<file path="config.mk">
export PLATFORM = sky130hd
export DESIGN_NAME = alu_resp
export DESIGN_NICKNAME = d
export VERILOG_FILES = /design/src/rtl/alu_pkg.sv /design/src/rtl/alu_mul_seq.sv /design/src/rtl/alu_resp.sv
export SDC_FILE = /design/constraint.sdc
export NUM_CORES = 1
export LEC_CHECK = 0
export CAP_MARGIN = 10
export CORE_ASPECT_RATIO = 0.8
export CORE_MARGIN = 4
export CORE_UTILIZATION = 54
export CTS_CLUSTER_DIAMETER = 100
export CTS_CLUSTER_SIZE = 14
export DETAILED_ROUTE_END_ITERATION = 10
export GPL_ROUTABILITY_DRIVEN = 0
export MAX_ROUTING_LAYER = met4
export PLACE_DENSITY = 0.77
export SLEW_MARGIN = 20
export SYNTH_ARGS = -nofsm -noshare
export SYNTH_HDL_FRONTEND = slang
export SYNTH_SLANG_ARGS = --single-unit
</file>
<file path="constraint.sdc">
create_clock -name clk -period 2.85 [get_ports clk]
set_clock_uncertainty 0.2 [all_clocks]
set_input_delay 0.285 -clock clk [delete_from_list [all_inputs] [get_ports clk]]
set_output_delay 0.285 -clock clk [all_outputs]
set_load 0.01 [all_outputs]
</file>
<file path="src/rtl/alu_pkg.sv">
// Shared opcode constants and FSM state encoding for the response-handshake ALU.
package alu_pkg;

    localparam logic [2:0] OP_ADD     = 3'b000;
    localparam logic [2:0] OP_SUB     = 3'b001;
    localparam logic [2:0] OP_MUL     = 3'b010;
    localparam logic [2:0] OP_ILLEGAL = 3'b011;
    localparam logic [2:0] OP_AND     = 3'b100;
    localparam logic [2:0] OP_OR      = 3'b101;
    localparam logic [2:0] OP_SHL     = 3'b110;
    localparam logic [2:0] OP_SHR     = 3'b111;

    typedef enum logic [1:0] {
        StIdle = 2'd0,
        StBusy = 2'd1,
        StDone = 2'd2
    } state_e;

    function automatic logic is_mul(input logic [2:0] op);
        return op == OP_MUL;
    endfunction

endpackage

</file>
<file path="src/rtl/alu_mul_seq.sv">
// Unsigned iterative shift-add multiplier: one bit of b per cycle, W cycles after start.
module alu_mul_seq #(
    parameter int unsigned W = 10
) (
    input  logic           clk,
    input  logic           rst,
    input  logic           start,
    input  logic [W-1:0]   a,
    input  logic [W-1:0]   b,
    output logic           done,
    output logic [2*W-1:0] product
);

    localparam int unsigned CW = $clog2(W + 1);

    logic           busy_q;
    logic [2*W-1:0] acc_q;
    logic [2*W-1:0] mcand_q;
    logic [W-1:0]   mplier_q;
    logic [CW-1:0]  cnt_q;

    // product already folds in the step being taken, so it is final while done is high
    assign product = acc_q + (mplier_q[0] ? mcand_q : '0);
    assign done    = busy_q && (cnt_q == CW'(1));

    always_ff @(posedge clk or posedge rst) begin
        if (rst) begin
            busy_q   <= 1'b0;
            acc_q    <= '0;
            mcand_q  <= '0;
            mplier_q <= '0;
            cnt_q    <= '0;
        end else if (start) begin
            busy_q   <= 1'b1;
            acc_q    <= '0;
            mcand_q  <= {{W{1'b0}}, a};
            mplier_q <= b;
            cnt_q    <= CW'(W);
        end else if (busy_q) begin
            acc_q    <= product;
            mcand_q  <= mcand_q << 1;
            mplier_q <= mplier_q >> 1;
            cnt_q    <= cnt_q - CW'(1);
            if (cnt_q == CW'(1)) begin
                busy_q <= 1'b0;
            end
        end
    end

endmodule

</file>
<file path="src/rtl/alu_resp.sv">
// ALU with valid/ready request and response handshakes; multiply runs on a sequential multiplier.
module alu_resp
    import alu_pkg::*;
#(
    parameter int unsigned W = 10
) (
    input  logic           clk,
    input  logic           rst,
    input  logic           req_valid,
    output logic           req_ready,
    input  logic [W-1:0]   a,
    input  logic [W-1:0]   b,
    input  logic [2:0]     sel,
    output logic           resp_valid,
    input  logic           resp_ready,
    output logic [2*W-1:0] y,
    output logic           err
);

    state_e         state_q;
    logic [2*W-1:0] ext_a;
    logic [2*W-1:0] ext_b;
    logic [2*W-1:0] alu_res;
    logic           mul_start;
    logic           mul_done;
    logic [2*W-1:0] mul_product;

    assign req_ready  = (state_q == StIdle);
    assign resp_valid = (state_q == StDone);
    assign ext_a      = {{W{1'b0}}, a};
    assign ext_b      = {{W{1'b0}}, b};
    assign mul_start  = req_valid && (state_q == StIdle) && is_mul(sel);

    always_comb begin
        alu_res = '0;
        case (sel)
            OP_ADD:  alu_res = ext_a + ext_b;
            OP_SUB:  alu_res = ext_a - ext_b;
            OP_AND:  alu_res = ext_a & ext_b;
            OP_OR:   alu_res = ext_a | ext_b;
            OP_SHL:  alu_res = ext_a << 1;
            OP_SHR:  alu_res = ext_a >> 1;
            default: alu_res = '0;
        endcase
    end

    alu_mul_seq #(
        .W(W)
    ) u_mul (
        .clk     (clk),
        .rst     (rst),
        .start   (mul_start),
        .a       (a),
        .b       (b),
        .done    (mul_done),
        .product (mul_product)
    );

    always_ff @(posedge clk or posedge rst) begin
        if (rst) begin
            state_q <= StIdle;
            y       <= '0;
            err     <= 1'b0;
        end else begin
            case (state_q)
                StIdle: begin
                    if (req_valid) begin
                        if (is_mul(sel)) begin
                            state_q <= StBusy;
                        end else begin
                            state_q <= StDone;
                            y       <= alu_res;
                            err     <= (sel == OP_ILLEGAL);
                        end
                    end
                end
                StBusy: begin
                    if (mul_done) begin
                        state_q <= StDone;
                        y       <= mul_product;
                        err     <= 1'b0;
                    end
                end
                StDone: begin
                    if (resp_ready) begin
                        state_q <= StIdle;
                    end
                end
                default: state_q <= StIdle;
            endcase
        end
    end

endmodule

</file>
# Word-level counts from Yosys, hierarchy flattened
# Cells that the tools add are included.
[classes] addsub=4 n_eq_ne=14 mux=26 bitwise=2 n_reduce_logical=9
[ops] operator="$mux 20" n=8
[ops] operator="$pmux 20 s6" n=1
[ops] operator="$pmux 20 s2" n=1
[ops] operator="$add 20x20->20" n=1
[ops] operator="$mux 10" n=2
[ops] operator="$eq 3x3->1 const B" n=4
[ops] operator="$add 10x10->11" n=1
[ops] operator="$sub 10x10->11" n=1
[ops] operator="$and 10x10->10" n=1
[ops] operator="$or 10x10->10" n=1
[ops] operator="$mux 2" n=4
[ops] operator="$mux 4" n=2
[ops] operator="$eq 3x2->1 const B" n=2
[ops] operator="$mux 1" n=6
[ops] operator="$ne 2x2->1 const B" n=3
[ops] operator="$pmux 2 s3" n=1
[ops] operator="$eq 4x1->1 const B" n=1
[ops] operator="$reduce_and 4->1" n=1
[ops] operator="$reduce_bool 2->1" n=2
[ops] operator="$sub 4x1->4 const B" n=1
[ops] operator="$eq 3x1->1 const B" n=1
[ops] operator="$logic_and 1x1->1" n=3
[ops] operator="$logic_not 3->1" n=1
[ops] operator="$reduce_and 3->1" n=1
[ops] operator="other kinds (5)" n=5
[word_totals] regBits=78 output_inout_bits=23 wordCells=63

# Logic depth before layout (Yosys ltp)
[logic_depth] depth_word=5 depth_mapped=12

# Hierarchy
# Synthesis repeated with hierarchy kept, for this count alone.
[hier_totals] cells_unflattened=751 hier_area_um2=6402.4
[modules_own_cells] module="alu_mul_seq" n_inst=1 cells_each=412 area_per_inst_um2=3732.3 seq_area_each_um2=1376.3
[modules_own_cells] module="alu_resp" n_inst=1 cells_each=339 area_per_inst_um2=2670.1 seq_area_each_um2=575.6

# Worst setup path after synthesis
# No wires, ideal clock.
[synth_timing] path_kind="flip-flop to flip-flop" from="register u_mul.mplier_q[0]" to="register y[16]" setup_ns=0.077 arrival_time_ns=2.685 required_ns=2.573 path_slack_ns=-0.112 stages_incl_launch_ff=12 path_buffers=1 path_cell_list="dfrtp_1 -> clkbuf_1 -> and2_1 -> ha_1 -> fa_1 -> a21o_1 -> a221oi_1 -> a22oi_1 -> a211oi_1 -> xnor2_1 -> nand2_1 -> a21oi_1"
[synth_between] elab_chain_cells=4
[synth_rtl] item="start: declaration" line_no="alu_mul_seq.sv:19" rtl="logic [W-1:0] mplier_q;"
[synth_rtl] item="start signal: assignment" line_no="alu_mul_seq.sv:42" rtl="mplier_q <= mplier_q >> 1;"
[synth_rtl] item="$mux 20" line_no="alu_mul_seq.sv:23" rtl="assign product = acc_q + (mplier_q[0] ? mcand_q : '0);"
[synth_rtl] item="$add 20x20->20" line_no="alu_mul_seq.sv:23"
[synth_rtl] item="$mux 20" line_no="alu_resp.sv:78" rtl="if (mul_done) begin"
[synth_rtl] item="$pmux 20 s2" line_no="alu_resp.sv:65" rtl="case (state_q)"
[synth_rtl] item="end signal: assignment" line_no="alu_resp.sv:72" rtl="y <= alu_res;"
[synth_rtl] item="end signal: assignment" line_no="alu_resp.sv:80" rtl="y <= mul_product;"
[synth_rtl] item="end: declaration" line_no="alu_resp.sv:16" rtl="output logic [2*W-1:0] y,"
# Every way passes these cells. The select of a mux whose other input is x is not followed.
# A chain may end at the register's enable or synchronous reset.

# Final worst setup path
[layout_timing] from="register u_mul.mplier_q[0]" to="register y[17]"
# Same word-level chain as after synthesis.

==> run metrics <==
syn nets=799; drt pass-1 iters=6; Slew Viols, Final=0; CP endpoint kind=register; Clock Root Buffer=clkbuf_16; largest net degree at the start of global routing=65; Placed Area=7420 µm²; fin worst setup slack=-113 ps; run status=finished, violations left; Worst VDD drop=0.000549 V; clock-pin slew on the worst setup and hold paths=around 70 ps; Switching Share=40.6%; Buf/Inv on CP=1; Pwr per Cell Area=798 nW/µm²; nets=921; CP top delay family=simple AND/OR/NAND/NOR gates; antenna-violating nets left=0; Synth Flop Type=dfrtp_1; fmax=0.338 GHz; count of buffers from port buffering=49; crit path DAT=between 3000 and 4000 ps; post-route insts no fill=984; Vias=6043; final worst-path cycle share=104%; number of global-route vias before repair=5887; number of synthesized flops with an enable pin=0; Total Die Area=13200 µm²; Warnings, synthesis=0; CTS tree=built; synthesized area per cell=roughly 8.6 µm²; synthesis-stage register bit count=78; worst slack at placement=-348 ps; DRC=0; maxcap violations=0; post-DP HPWL=13300 µm; DRT Wirelength=19400 µm; Crit Path Max Fanout=6; kind of critical path=register to register; M3 GR Usage=around 6.5%; layout cell share with drive strength beyond 1=roughly a quarter; CP max stage delay=roughly 570 ps; crit path cell chain=and2_1, ha_1, nand4_1, buf_4, nor2b_4, or4b_4, a31oi_4, nor2_2, or4_4, o22ai_2; Bufs on Longest Clock Path=2; row cnt=34; hold_buf cts=0; Min-Delay Path Class=primary input to async pin; Final Instance Area=roughly 8000 µm²; core area=around 11000 µm²; Initial Util=56.0%; clock power share=around 18%; Hold Slack=122 ps; I/O pin count=50; Final Critical Period=2960 ps; Synth Instances=714; DIE HEIGHT=slightly above 100 µm; Critical Path RT=2920 ps; Slowest cell on crit path=or4b_4; Synth Cell Area=roughly 6000 µm²; final number of setup-violating endpoints=11; first-pass GRT wire length=29900 µm; vias per inst=roughly 6; internal power=3.90 mW; # diodes=0; NetSw=2.67 mW; RSZ-0062 raised after global routing=true; CTS Buf Count=9; Die W=127 µm; initial antenna violation count=0; Area Overhead vs Synth=33.6%; post-synthesis sequential area ratio=between 30% and 40%; Async SR Flop Fraction=100%; 1st-iter DRT viols=739; GRT Resource Usage Total=28.8%; Startpoint Class=register; slew margin rel.=40.8%; failing checks=setup timing; Skew-Pair Late Insertion Delay=350 ps; htree depth=3; Worst-Margin Slew=888 ps; Most Used Layer, Global Route=met1; clk sink count=78; Leak Pwr=3.80 nW; total gr overflow=0; Hold Vio Cnt, Final=0; met1 Usage GRT=41.5%; placed cell count=between 900 and 1000; combinational power share=roughly 53%; post-synth cell types=69; met2 usage=slightly above 40%; WL/cell=19.7 µm; Flop pwr share=29.6%
[synth_stat cells, types with 3 or more instances]
cell | number | area share [%]
o21ai_0 | 54 | 4.4
nand2b_1 | 10 | 1.0
a21o_1 | 7 | 0.85
mux2i_1 | 49 | 8.0
clkbuf_1 | 26 | 1.6
mux4_2 | 6 | 2.2
nand3_1 | 17 | 1.4
nor3b_1 | 4 | 0.49
or3_1 | 5 | 0.51
a31oi_1 | 8 | 0.81
o31ai_1 | 3 | 0.37
nand3b_1 | 3 | 0.37
fa_1 | 3 | 0.97
xnor2_1 | 25 | 3.6
nand4_1 | 3 | 0.30
a221oi_1 | 4 | 0.57
nor2b_1 | 6 | 0.61
o21bai_1 | 4 | 0.49
o21a_1 | 4 | 0.49
inv_1 | 45 | 2.7
a21oi_1 | 40 | 3.2
nand2_1 | 63 | 3.8
and3_1 | 3 | 0.30
nor2_1 | 77 | 4.7
and2_1 | 25 | 2.5
a211oi_1 | 5 | 0.61
buf_1 | 6 | 0.37
nor3_1 | 14 | 1.1
xor2_1 | 7 | 0.99
buf_2 | 3 | 0.24
o211ai_1 | 4 | 0.49
ha_1 | 55 | 11
o311ai_0 | 4 | 0.57
dfrtp_1 | 78 | 32
[state kept, by name, indices dropped and copies added (netlist names)]
| name | flops |
|---|---|
| u_mul.acc_q | 20 |
| u_mul.cnt_q | 4 |
| y | 20 |
| err | 1 |
| u_mul.mplier_q | 10 |
| u_mul.busy_q | 1 |
| u_mul.mcand_q | 20 |
| state_q | 2 |
[per-stage QoR]
| stage | total power [mW] | utilization (%) | TNS (ps) |
|---|---|---|---|
| after floorplan | 3.70 | - | 0 |
| after global placement | 4.76 | 67.3 | -3180 |
| after detailed placement | 4.89 | 67.3 | -4440 |
| after CTS | 6.19 | 71.7 | -191 |
| after global routing | 6.92 | 74.8 | -2090 |
| final | 6.57 | 74.8 | -445 |
[layer usage]
metal,up-vias,share of wire (%),wire length (µm)
met5,-,0,0
met4,0,3.8,741
met3,83,9.9,1910
met2,322,44,8490
met1,2898,42,8220
li1,2740,-,-
[kinds of logic after synthesis]
group                    after synthesis  synth area share [%]
adder cells (fa/ha/maj)               58                  12.1
AO/OA/AOI/OAI                        160                  16.4
XOR/XNOR                              32                  4.55
multiplexers                          56                  10.3
flip-flops                            78                  31.7
AND/OR/NAND/NOR                      245                  19.5
buffers and inverters                 85                  5.48
[layout by cell type (no fill, tap or decap), types with 10 or more instances in the layout]
cell,count
nand3_1,16
o21ai_0,49
nand2_1,62
buf_4,93
xnor2_1,17
ha_4,13
mux2i_1,49
nand2b_1,10
a21oi_1,27
nor3_1,13
a21oi_2,11
ha_1,39
inv_1,43
clkdlybuf4s50_1,49
and2_1,19
nor2_1,75
dfrtp_1,76
[cell type report]
type | count | area, µm²
clock buffers | 9 | 225
clock inverters | 6 | 63.8
fillers | 740 | 2780
inverters | 46 | 174
multi-input cells | 552 | 4360
flip-flops and latches | 78 | 1950
well taps | 144 | 180
repair buffers | 149 | 1280
[path summary, 6_finish.rpt]
kind / slack (ps) / endpoint / startpoint / depth (start not counted)
min in group clk: 300 / err / err / 2
max reg2reg: -110 / y[17] / u_mul.mplier_q[0] / 10
min reg2reg: 300 / err / err / 2
min: 120 / u_mul.mplier_q[3] / rst / 2
max: -110 / y[17] / u_mul.mplier_q[0] / 10
max in group asynchronous: 1670 / state_q[1] / rst / 3
[power groups by stage]
stage                     Sequential [mW]  Combinational, mW  Clock [mW]
after detailed placement             1.89               3.00           0
final                                1.95               3.48        1.15
after global placement               1.88               2.87           0
after CTS                            1.90               3.13        1.16
after global routing                 1.99               3.72        1.21
after floorplan                      1.87               1.83           0
[what timing repair did]
action | 4_1_cts | 5_1_grt
gates resized for setup | 36 | 53
setup buffers | 3 | 8
endpoints found under the setup margin | 21 | 23
pin swaps | 13 | 27
cloned | 0 | 1
Power figures use the tool's default switching activity.
